$ cat src/rtl/branch_update_queue_if.sv
// branch_update_queue_if: prediction/resolution/update bundle between a branch predictor and its update queue
// master: prediction and resolution source (drives pred_*, res_*, flush)
// slave : branch_update_queue (drives ready flags, update record, occupancy, statistics)
interface branch_update_queue_if #(
    parameter int IP_W  = 64,
    parameter int DEPTH = 8,
    parameter int CNT_W = 32
);
    localparam int OW = $clog2(DEPTH) + 1;
    logic            pred_valid;
    logic [IP_W-1:0] pred_ip;
    logic            pred_taken;
    logic            pred_ready;
    logic            res_valid;
    logic            res_taken;
    logic            res_ready;
    logic            flush;
    logic            upd_valid;
    logic [IP_W-1:0] upd_ip;
    logic            upd_taken;
    logic            upd_mispredict;
    logic [OW-1:0]   occupancy;
    logic [CNT_W-1:0] branch_cnt;
    logic [CNT_W-1:0] mispredict_cnt;
    modport master (
        output pred_valid, pred_ip, pred_taken, res_valid, res_taken, flush,
        input  pred_ready, res_ready, upd_valid, upd_ip, upd_taken, upd_mispredict,
               occupancy, branch_cnt, mispredict_cnt
    );
    modport slave (
        input  pred_valid, pred_ip, pred_taken, res_valid, res_taken, flush,
        output pred_ready, res_ready, upd_valid, upd_ip, upd_taken, upd_mispredict,
               occupancy, branch_cnt, mispredict_cnt
    );
endinterface

$ cat src/rtl/branch_update_queue.sv
// branch_update_queue: in-order FIFO of issued predictions that emits registered predictor update records on resolution
// Ports: clk, reset_n (async active-low), bus (branch_update_queue_if.slave):
//   pred_valid/pred_ip/pred_taken/pred_ready push side, res_valid/res_taken/res_ready pop side,
//   flush, upd_* update record, occupancy, branch_cnt/mispredict_cnt.
// Macro BRANCH_UPDATE_QUEUE_STATS_EN builds the saturating statistics counters; otherwise they read 0.
module branch_update_queue #(
    parameter int IP_W  = 64,
    parameter int DEPTH = 8,
    parameter int CNT_W = 32
) (
    input logic                 clk,
    input logic                 reset_n,
    branch_update_queue_if.slave bus
);
    localparam int AW = $clog2(DEPTH);
    logic [IP_W-1:0] ip_mem [DEPTH];
    logic [DEPTH-1:0] tk_mem;
    logic [AW-1:0] wr_ptr, rd_ptr;
    logic [AW:0] occ;
    logic push, pop, mis;
    assign bus.pred_ready = occ != (AW+1)'(DEPTH);
    assign bus.res_ready  = occ != '0;
    assign bus.occupancy  = occ;
    // flush wins over both sides, so neither a push nor a pop is accepted in its cycle
    assign push = bus.pred_valid && bus.pred_ready && !bus.flush;
    assign pop  = bus.res_valid && bus.res_ready && !bus.flush;
    assign mis  = tk_mem[rd_ptr] ^ bus.res_taken;
    always_ff @(posedge clk) begin
        if (push) begin
            ip_mem[wr_ptr] <= bus.pred_ip;
            tk_mem[wr_ptr] <= bus.pred_taken;
        end
    end
    always_ff @(posedge clk or negedge reset_n) begin
        if (!reset_n) begin
            wr_ptr <= '0;
            rd_ptr <= '0;
            occ    <= '0;
        end else if (bus.flush) begin
            wr_ptr <= '0;
            rd_ptr <= '0;
            occ    <= '0;
        end else begin
            wr_ptr <= wr_ptr + AW'(push);
            rd_ptr <= rd_ptr + AW'(pop);
            occ    <= occ + (AW+1)'(push) - (AW+1)'(pop);
        end
    end
    always_ff @(posedge clk or negedge reset_n) begin
        if (!reset_n) begin
            bus.upd_valid      <= 1'b0;
            bus.upd_ip         <= '0;
            bus.upd_taken      <= 1'b0;
            bus.upd_mispredict <= 1'b0;
        end else begin
            bus.upd_valid <= pop;
            if (pop) begin
                bus.upd_ip         <= ip_mem[rd_ptr];
                bus.upd_taken      <= bus.res_taken;
                bus.upd_mispredict <= mis;
            end
        end
    end
`ifdef BRANCH_UPDATE_QUEUE_STATS_EN
    logic [CNT_W-1:0] b_cnt, m_cnt;
    always_ff @(posedge clk or negedge reset_n) begin
        if (!reset_n) begin
            b_cnt <= '0;
            m_cnt <= '0;
        end else begin
            b_cnt <= (pop && !(&b_cnt)) ? b_cnt + 1'b1 : b_cnt;
            m_cnt <= (pop && mis && !(&m_cnt)) ? m_cnt + 1'b1 : m_cnt;
        end
    end
    assign bus.branch_cnt     = b_cnt;
    assign bus.mispredict_cnt = m_cnt;
`else
    assign bus.branch_cnt     = {CNT_W{1'b0}};
    assign bus.mispredict_cnt = {CNT_W{1'b0}};
`endif
endmodule

$ cat src/flat_wrapper.sv
// flat-port wrapper written by rule: the top's interface ports become plain ports
module branch_update_queue_flat 
#(
    parameter int IP_W  = 64,
    parameter int DEPTH = 8,
    parameter int CNT_W = 32
)
  (clk, reset_n, bus_pred_valid, bus_pred_ip, bus_pred_taken, bus_res_valid, bus_res_taken, bus_flush, bus_pred_ready, bus_res_ready, bus_upd_valid, bus_upd_ip, bus_upd_taken, bus_upd_mispredict, bus_occupancy, bus_branch_cnt, bus_mispredict_cnt);
  branch_update_queue_if #(.IP_W(IP_W), .DEPTH(DEPTH), .CNT_W(CNT_W)) bus_i ();
  input logic clk;
  input logic reset_n;
  input wire logic [$bits(bus_i.pred_valid)-1:0] bus_pred_valid;
  input wire logic [$bits(bus_i.pred_ip)-1:0] bus_pred_ip;
  input wire logic [$bits(bus_i.pred_taken)-1:0] bus_pred_taken;
  input wire logic [$bits(bus_i.res_valid)-1:0] bus_res_valid;
  input wire logic [$bits(bus_i.res_taken)-1:0] bus_res_taken;
  input wire logic [$bits(bus_i.flush)-1:0] bus_flush;
  output wire logic [$bits(bus_i.pred_ready)-1:0] bus_pred_ready;
  output wire logic [$bits(bus_i.res_ready)-1:0] bus_res_ready;
  output wire logic [$bits(bus_i.upd_valid)-1:0] bus_upd_valid;
  output wire logic [$bits(bus_i.upd_ip)-1:0] bus_upd_ip;
  output wire logic [$bits(bus_i.upd_taken)-1:0] bus_upd_taken;
  output wire logic [$bits(bus_i.upd_mispredict)-1:0] bus_upd_mispredict;
  output wire logic [$bits(bus_i.occupancy)-1:0] bus_occupancy;
  output wire logic [$bits(bus_i.branch_cnt)-1:0] bus_branch_cnt;
  output wire logic [$bits(bus_i.mispredict_cnt)-1:0] bus_mispredict_cnt;
  assign bus_i.pred_valid = bus_pred_valid;
  assign bus_i.pred_ip = bus_pred_ip;
  assign bus_i.pred_taken = bus_pred_taken;
  assign bus_i.res_valid = bus_res_valid;
  assign bus_i.res_taken = bus_res_taken;
  assign bus_i.flush = bus_flush;
  assign bus_pred_ready = bus_i.pred_ready;
  assign bus_res_ready = bus_i.res_ready;
  assign bus_upd_valid = bus_i.upd_valid;
  assign bus_upd_ip = bus_i.upd_ip;
  assign bus_upd_taken = bus_i.upd_taken;
  assign bus_upd_mispredict = bus_i.upd_mispredict;
  assign bus_occupancy = bus_i.occupancy;
  assign bus_branch_cnt = bus_i.branch_cnt;
  assign bus_mispredict_cnt = bus_i.mispredict_cnt;
  branch_update_queue #(.IP_W(IP_W), .DEPTH(DEPTH), .CNT_W(CNT_W)) u_core (.clk(clk), .reset_n(reset_n), .bus(bus_i));
endmodule
$ cat config.mk
export PLATFORM = sky130hd
export DESIGN_NAME = branch_update_queue_flat
export DESIGN_NICKNAME = d
export VERILOG_FILES = /design/src/rtl/branch_update_queue_if.sv /design/src/rtl/branch_update_queue.sv /design/src/flat_wrapper.sv
export SDC_FILE = /design/constraint.sdc
export NUM_CORES = 1
export LEC_CHECK = 0
export ABC_AREA = 1
export CORE_MARGIN = 3
export CORE_UTILIZATION = 40
export DETAILED_ROUTE_END_ITERATION = 16
export PLACE_DENSITY = 0.68
export SLEW_MARGIN = 30
export SYNTH_ARGS = -nofsm -noshare
export SYNTH_HDL_FRONTEND = slang
export SYNTH_SLANG_ARGS = --single-unit
export TNS_END_PERCENT = 20
$ cat constraint.sdc
create_clock -name clk -period 8.15 [get_ports clk]
set_input_delay 1.2225 -clock clk [delete_from_list [all_inputs] [get_ports clk]]
set_output_delay 1.2225 -clock clk [all_outputs]
set_load 0.02 [all_outputs]
==> results of run 1 <==
logic make-up after synthesis:
logic type	after synthesis	synth area share (%)
other	1	0.0156
AND/OR/NAND/NOR	826	14.0
flip-flops	597	73.1
adder cells (fa/ha/maj)	9	0.501
XOR/XNOR	2	0.0730
AO/OA/AOI/OAI	261	6.11
buffers and inverters	271	6.15
final timing paths:
| path | start | to | slack, ns | cells past startpoint |
|---|---|---|---|---|
| max in group asynchronous | reset_n | u_core.rd_ptr[1] | 6.33 | 2 |
| hold reg to reg | u_core.bus.upd_ip[29] | u_core.bus.upd_ip[29] | 0.48 | 2 |
| min in group asynchronous | reset_n | u_core.bus.upd_ip[32] | 0.65 | 1 |
| setup / recovery | bus_flush | u_core.ip_mem[5][8] | 4.20 | 7 |
| setup reg to reg | u_core.bus.occupancy[2] | u_core.ip_mem[5][8] | 4.92 | 7 |
| hold / removal | u_core.bus.upd_ip[29] | u_core.bus.upd_ip[29] | 0.48 | 2 |
through the flow:
stage | total power, uW | std cells | setup WS [ns]
6_report | 8040 | 2893 | 4.20
5_1_grt | 8370 | 2893 | 4.04
4_1_cts | 8110 | 2892 | 4.22
3_5_place_dp | 5240 | 2784 | 3.58
3_3_place_gp | 5220 | 2783 | 3.68
2_1_floorplan | 4590 | 2030 | 3.11
layer usage:
layer / track usage [%] / routed length, um / share of wire [%]
met1: 23.5 / 23700 / 42
met2: 28.7 / 27000 / 48
met3: 4.57 / 4330 / 7.7
met4: 5.02 / 1120 / 2.0
met5: 0 / 36 / 0.064
cells in the final DEF (no fill, tap or decap), drive strengths merged:
cell type	instances
o21ai	194
clkinvlp	2
buf	18
clkbuf	71
ha	8
edfxtp	520
bufinv	12
diode	1
nand3	203
clkinv	23
clkdlybuf4s50	142
nor3b	1
nand2	213
nor2	408
inv	92
a21oi	3
nor3	1
conb	64
xnor2	2
dfrtp	77
o211ai	64
fa	1
final cells by class:
type | count | area [um2] | area share (%)
diodes | 1 | 2.50 | 0.00899
flip-flops and latches | 597 | 17600 | 63.1
clock buffers | 71 | 1570 | 5.65
well taps | 773 | 967 | 3.47
repair buffers | 160 | 1620 | 5.80
clock inverters | 37 | 495 | 1.78
inverters | 92 | 358 | 1.29
multi-input cells | 1162 | 5270 | 18.9
power breakdown:
part / switching, uW / internal, uW / leakage [uW]
Clock: 1120 / 1750 / 0.00101
Combinational: 913 / 541 / 0.00327
Sequential: 167 / 3550 / 0.00566
flip-flops by register name (all words and copies together) (netlist names):
signal / count
u_core.bus.upd_taken: 1
u_core.rd_ptr: 3
u_core.bus.upd_ip: 64
u_core.bus.upd_mispredict: 1
u_core.bus.upd_valid: 1
u_core.wr_ptr: 3
u_core.tk_mem: 8
u_core.ip_mem: 512
u_core.bus.occupancy: 4
worst reg2reg max path, delay by kind of cell, from the launching register on:
kind	cells	cell delay [ns]
simple gates	4	1.54
fa+ha+maj	1	0.22
flops	1	0.35
buf+inv	2	0.72
==> impl_metrics.csv, run 1 <==
group,metric,value,unit
status,status,"completed",
sta,fin_crit,3.95,ns
placement,port_buffers,143,
worst_setup_path,crit_family,"simple AND/OR/NAND/NOR gates",
worst_setup_path,critPathCaptureType,"flop",
power_and_ir_drop,p_leak,0.00994,uW
route,drc,0,
global_routing,first_global_vias,14700,
clock_tree,cts_sinks,597,
worst_setup_path,cpMostUsedCell,"nand2_1",
global_routing,grt_pass1_wl,86400,um
cells_and_area,drive_above_1_share,6.04,%
worst_setup_path,critPathLaunchType,"input pin",
sta,rsz0062_at_grt,"no",
synthesis,synth_top_area_share,65.1,%
cells_and_area,final_area,0.0278,mm2
worst_setup_path,path_cells,"clkdlybuf4s50_1 > inv_1 > nand2_1 > nor2_1 > nand2_1 > nor2_4 > buf_4",
run,maxCapViolCount,0,
clock_tree,clk_pin_slew,0.06,ns
placement,routabilityCongestion,0.752,
worst_setup_path,cp.required,8.39,ns
route,vias_per_cell,5.13,
global_routing,grt_max_degree,158,
route,ant_nets,0,
clock_tree,cts_root_buf,"clkbuf_16",
sta,holdWs,0.477,ns
sta,setup_tns,0,ns
power_and_ir_drop,peakVddDrop,0.175,mV
clock_tree,cts_tree,"built",
clock_tree,htreeDepth,2,
route,wire_per_inst,19.4,um
route,wirelength,56200,um
synthesis,synth_area,0.0240,mm2
synthesis,synth_cell_types,24,
synthesis,yosysTopAreaCell,"edfxtp_1",
route,drt_pre_antenna_iters,5,
clock_tree,clk_latency,0.61,ns
die,start_util,40.6,%
sta,hold_viol,0,
sta,max-slew-margin-rel,36.6,%
power_and_ir_drop,cellPowerDensity,289,mW/mm2
synthesis,netlist_instances,1967,
die,dieArea,0.0629,mm2
worst_setup_path,path_class,"in -> reg",
die,ios,208,
sta,finalClockSkew,0.0209,ns
worst_setup_path,critical-path-slowest-cell,"nor2_4",
sta,fmax,253,MHz
worst_setup_path,worstPathBufferInverterCount,3,
clock_tree,ctsResizeCount,0,
die,num_rows,89,
cells_and_area,fin_util,47.1,%
cells_and_area,area.growth.synth_to_final,16.0,%
global_routing,track_usage,17.6,%
synthesis,yosysMostFrequentCell,"edfxtp_1",
global_routing,grt.overflow.total,0,
die,die_h,251,um
route,first_iter_violations,1268,
worst_hold_path,hp-class,"reg -> reg",
global_routing,antenna_found_initial,4,
sta,tightest_slew,0.951,ns
clock_tree,cts.path.max_buffers,3,
synthesis,netlist_top_cells_area,"edfxtp_1 65%, dfrtp_1 8.0%, nor2_1 6.4%",
cells_and_area,final_nets,2150,
synthesis,synth_edf_count,520,
cells_and_area,fillerInstances,5064,
clock_tree,hold_buffers,0,
synthesis,synthArstFlopShare,12.9,%
sta,timing.final.crit_share,48.5,%
synthesis,synthFlopType,"edfxtp_1",
worst_setup_path,cp_max_fo,39,
synthesis,syn_avg_cell_area,12.2,um2
sta,setup_viol,0,
synthesis,ys_ff_latch,597,
route,vias,14900,
synthesis,synth-seq-area-share,73.1,%
die,core_region_area,0.0591,mm2
placement,hpwl,31100,um
placement,placed_area,0.0258,mm2
worst_setup_path,cp.arrival,4.19,ns
clock_tree,cts-buffers-inserted,57,
synthesis,yosys-top-cells-count,"520 x edfxtp_1, 407 x nor2_1, 212 x nand2_1",
worst_setup_path,max_stage_delay,0.80,ns
sta,final_max_slew_viol_count,0,
die,dieWidth,251,um
synthesis,yosysWarnings,0,
clock_tree,cts_setup_buffers,0,
No activity file was read; power rests on OpenSTA's default activity.
==> run 2: changes to the inputs <==
Clock period 8.15 ns to 3.8 ns, I/O delays scaled along.
==> run 2 against run 1 <==
Against the previous run:
- largest cell class unchanged
- largest power group unchanged
- die area did not move
- cell count rose by 0.66%
- first-iteration DRC count rose by 14%
- combinational power rose by 110%
- setup slack got worse by 3.2 ns
- sequential share of layout area barely moved
- utilization barely moved
- critical path depth fell by 2
- sequential power rose by 110%
- wire length rose by 0.23%
- global-route usage barely moved
- count of clock-buffer cells in the layout rose by 7
==> impl_metrics.csv, run 2 (synthesis gave the netlist of run 1 again) <==
group,metric,value,unit
status,status,"completed",
route,drc,0,
cells_and_area,drive_above_1_share,6.69,%
route,vias_per_cell,5.14,
sta,fin_crit,2.83,ns
cells_and_area,top_register,"u_core.ip_mem",
worst_setup_path,cp_max_fo,3,
clock_tree,cts_tree,"built",
sta,hold_viol,0,
worst_setup_path,path_class,"reg -> out",
clock_tree,hold_buffers,0,
sta,fmax,353,MHz
power_and_ir_drop,peakVddDrop,0.380,mV
sta,rsz0062_at_grt,"no",
clock_tree,cts_root_buf,"clkbuf_16",
die,die_h,251,um
clock_tree,clk_pin_slew,0.06,ns
sta,timing.final.crit_share,74.5,%
route,first_iter_violations,1441,
placement,routabilityCongestion,0.789,
placement,dp_slack,0.730,ns
die,start_util,40.6,%
clock_tree,htreeDepth,2,
global_routing,grt_pass1_wl,86500,um
die,core_region_area,0.0591,mm2
cells_and_area,final_area,0.0279,mm2
global_routing,first_global_vias,14900,
worst_hold_path,hp-class,"in -> async",
cells_and_area,final_nets,2168,
cells_and_area,final_common_cell,"edfxtp_1",
global_routing,track_usage,17.6,%
global_routing,grt_max_degree,162,
worst_setup_path,critical-path-slowest-cell,"clkdlybuf4s50_1",
sta,tightest_slew,0.971,ns
clock_tree,cts_sinks,597,
sta,max-slew-margin-rel,35.2,%
die,ios,208,
clock_tree,cts.path.max_buffers,3,
cells_and_area,reg_top3,"u_core.ip_mem (512), u_core.bus.upd_ip (64), u_core.tk_mem (8)",
worst_setup_path,path_cells,"inv_1 > ha_1 > nor3b_1 > inv_1 > clkdlybuf4s50_1",
worst_setup_path,startpoint,"u_core.bus.occupancy[2]",
placement,dp_cells,2800,
sta,holdWs,0.0116,ns
placement,placed_area,0.0259,mm2
clock_tree,clk_latency,0.60,ns
worst_setup_path,cp.required,3.23,ns
worst_setup_path,max_stage_delay,0.57,ns
worst_setup_path,critPathLaunchType,"flop",
worst_setup_path,cpMostUsedCell,"inv_1",
cells_and_area,area.growth.synth_to_final,16.1,%
cells_and_area,mostFrequentLayoutCells,"520 x edfxtp_1, 399 x nor2_1, 212 x nand2_1, 203 x nand3_1, 142 x clkdlybuf4s50_1",
cells_and_area,final_cells,2912,
power_and_ir_drop,cellPowerDensity,611,mW/mm2
route,wire_per_inst,19.3,um
die,dieWidth,251,um
clock_tree,ctsResizeCount,0,
placement,hpwl,32500,um
worst_setup_path,cp.arrival,2.26,ns
cells_and_area,largest_reg_flops,512,
power_and_ir_drop,p_leak,0.00998,uW
cells_and_area,fillerInstances,5048,
sta,final_max_slew_viol_count,0,
route,vias,15000,
placement,port_buffers,143,
sta,setup_viol,0,
global_routing,antenna_found_initial,2,
clock_tree,cts-buffers-inserted,59,
worst_setup_path,critPathCaptureType,"primary output",
route,ant_nets,0,
global_routing,grt.overflow.total,0,
worst_setup_path,r2r-start,"u_core.bus.occupancy[2]",
sta,finalClockSkew,0.0180,ns
route,drt_pre_antenna_iters,5,
run,maxCapViolCount,0,
die,dieArea,0.0629,mm2
sta,worst_slack,0.971,ns
clock_tree,cts_setup_buffers,0,
worst_setup_path,ff2ff_path_depth,11,
route,wirelength,56300,um
die,num_rows,89,
cells_and_area,fin_util,47.1,%
-- run 2: final timing paths --
kind	to	slack, ns
max	bus_pred_ready	0.97
max reg2reg	u_core.bus.occupancy[2]	1.23
min reg2reg	u_core.bus.upd_ip[29]	0.47
min in group clk	u_core.bus.upd_ip[29]	0.47
max in group asynchronous	u_core.bus.upd_ip[46]	3.03
min	u_core.bus.upd_ip[37]	0.01
-- run 2: layout make-up --
| cell class | count | area [um2] | share of cell area, % |
|---|---|---|---|
| Sequential cell | 597 | 17600 | 63.0 |
| Clock inverter | 33 | 348 | 1.25 |
| Inverter | 92 | 358 | 1.28 |
| Timing Repair Buffer | 176 | 1710 | 6.12 |
| Tap cell | 773 | 967 | 3.47 |
| Clock buffer | 78 | 1650 | 5.92 |
| Antenna cell | 1 | 2.50 | 0.00898 |
| Multi-Input combinational cell | 1162 | 5270 | 18.9 |
-- run 2: per-layer routing --
metal / part of all wire [%] / global-route usage (%) / up-vias
met5: 0.023 / 0 / -
met4: 2.2 / 5.15 / 2
met3: 6.5 / 2.97 / 91
met2: 48 / 29.3 / 575
met1: 43 / 24.0 / 7347
li1: - / - / 6952
-- run 2: where the power goes --
group          leakage (uW)  internal [uW]  switching [uW]  total, uW
Sequential          0.00566           7620             337       7950
Combinational       0.00335           1170            1940       3110
Clock              0.000975           3520            2430       5950
-- run 2: critical path, delay by kind of cell, from the launching register on --
kind                     cells  cell delay [ns]
adder cells (fa/ha/maj)      1             0.15
flip-flops                   1             0.39
buffers and inverters        3             0.84
AND/OR/NAND/NOR              1             0.27
-- run 2: stage by stage --
stage	total power [uW]	TNS, ns
after CTS	17200	0
after global routing	17700	0
after global placement	11200	0
after detailed placement	11200	0
final	17000	0
after floorplan	9840	-313.34
==> run 3: changes to the inputs <==
Clock period 3.8 ns to 2.75 ns, I/O delays scaled along.
==> run 3 against run 2 <==
Against the previous run:
- non-clock buffer count rose by 11
- clock power rose by 32%
- clock skew rose by 0.016 ns
- wire length rose by 0.79%
- critical path depth fell by 1
- critical path type unchanged
- critical endpoint is now bus_res_ready
- largest power group unchanged
==> impl_metrics.csv, run 3 (synthesis gave the netlist of run 1 again) <==
group,metric,value,unit
status,status,"completed",
clock_tree,cts-buffers-inserted,57,
global_routing,grt_pass1_wl,86600,um
sta,final_max_slew_viol_count,0,
placement,port_buffers,143,
route,first_iter_violations,1343,
clock_tree,cts_root_buf,"clkbuf_16",
worst_setup_path,path_class,"reg -> out",
placement,dp_cells,2810,
cells_and_area,final_cells,2920,
worst_setup_path,critPathCaptureType,"primary output",
sta,worst_slack,0.151,ns
die,start_util,40.6,%
sta,max-slew-margin-rel,47.6,%
cells_and_area,drive_above_1_share,6.85,%
sta,finalClockSkew,0.0338,ns
sta,fin_crit,2.60,ns
die,core_region_area,0.0591,mm2
run,maxCapViolCount,0,
global_routing,grt.overflow.total,0,
clock_tree,clk_latency,0.62,ns
sta,timing.final.crit_share,94.5,%
route,ant_nets,0,
die,dieArea,0.0629,mm2
sta,hold_viol,0,
worst_setup_path,cp.arrival,2.19,ns
worst_hold_path,hp-class,"in -> async",
clock_tree,cts.path.max_buffers,3,
cells_and_area,reg_top3,"u_core.ip_mem (512), u_core.bus.upd_ip (64), u_core.tk_mem (8)",
clock_tree,cts_tree,"built",
global_routing,grt_max_degree,149,
power_and_ir_drop,p_comb_share,18.9,%
route,wirelength,56800,um
power_and_ir_drop,p_switching,6400,uW
route,drt_pre_antenna_iters,5,
cells_and_area,mostFrequentLayoutCells,"520 x edfxtp_1, 399 x nor2_1, 212 x nand2_1, 203 x nand3_1, 141 x clkdlybuf4s50_1",
power_and_ir_drop,pwr-share-seq,47.1,%
power_and_ir_drop,p_sw_share,27.6,%
global_routing,track_usage,17.7,%
power_and_ir_drop,p_leak,0.0100,uW
power_and_ir_drop,peakVddDrop,0.523,mV
clock_tree,cts_sinks,597,
clock_tree,htreeDepth,2,
sta,setup_viol,0,
die,die_h,251,um
global_routing,first_global_vias,14700,
worst_setup_path,cp_max_fo,3,
sta,rsz0062_at_grt,"no",
die,ios,208,
power_and_ir_drop,finalPower,23200,uW
power_and_ir_drop,p_int,16800,uW
power_and_ir_drop,cellPowerDensity,824,mW/mm2
cells_and_area,largest_reg_flops,512,
clock_tree,cts_setup_buffers,0,
placement,routabilityCongestion,0.752,
cells_and_area,final_nets,2177,
placement,dp_slack,0.0491,ns
die,dieWidth,251,um
die,num_rows,89,
placement,hpwl,32000,um
worst_setup_path,cp.required,2.34,ns
route,vias_per_cell,5.15,
cells_and_area,final_common_cell,"edfxtp_1",
cells_and_area,fin_util,47.5,%
clock_tree,clk_pin_slew,0.06,ns
route,wire_per_inst,19.4,um
sta,tightest_slew,0.786,ns
route,vias,15000,
worst_setup_path,critPathLaunchType,"flop",
cells_and_area,top_register,"u_core.ip_mem",
sta,fmax,385,MHz
route,drc,0,
cells_and_area,area.growth.synth_to_final,17.1,%
power_and_ir_drop,clock_power_share,34.0,%
global_routing,antenna_found_initial,3,
[run 3: worst max-delay path: stages (launching register included)]
cell	delay (ns)
dfrtp_1	0.35
inv_1	0.08
ha_1	0.20
nand3_1	0.16
clkdlybuf4s50_1	0.80
[run 3: routing by layer]
layer  track usage (%)  vias up  part of all wire [%]
li1                  -     6973                     -
met1              23.8     7399                    43
met2              29.1      552                    48
met3              3.83       99                   6.8
met4              5.62        4                   2.7
met5                 0        -                 0.041
[run 3: final cells by class]
class,instances,area (um2)
multi-input cells,1162,5290
clock inverters,37,348
flip-flops and latches,597,17600
repair buffers,187,2040
well taps,773,967
fillers,5072,31000
clock buffers,71,1540
inverters,92,357
diodes,1,2.50
[run 3: stage by stage]
step	hold slack, ns	area [um2]	setup TNS (ns)
global route	0.340	28100	0
detailed placement	0.400	26200	0
global placement	0.391	26200	0
floorplan	0.117	24200	-318.05
CTS	0.300	28100	0
finish	0.305	28100	0
[run 3: repair_timing]
item,in CTS,in global routing
gates resized for setup,1,2
hold buffers,1,0
endpoints found under the setup margin,1,1
hold endpoints to repair,29,0
[run 3: path summary, 6_finish.rpt]
kind / slack (ns) / depth (start not counted) / to / start
worst max-delay path: 0.15 / 4 / bus_res_ready / u_core.bus.occupancy[2]
worst min-delay path: 0.31 / 2 / u_core.bus.upd_ip[28] / reset_n
worst max register to register: 0.47 / 7 / u_core.ip_mem[7][8] / u_core.bus.occupancy[2]
worst min register to register: 0.48 / 2 / u_core.bus.upd_ip[45] / u_core.bus.upd_ip[45]
max in group asynchronous: 1.70 / 3 / u_core.rd_ptr[1] / reset_n
min in group clk: 0.48 / 2 / u_core.bus.upd_ip[45] / u_core.bus.upd_ip[45]
[run 3: power groups by stage]
stage               clock network, uW  registers, uW  logic (uW)
global route                     8350          11000        4780
global placement                    0          11100        4340
CTS                              8010          10900        4420
finish                           7870          10900        4380
floorplan                           0          11600        2010
detailed placement                  0          11100        4390
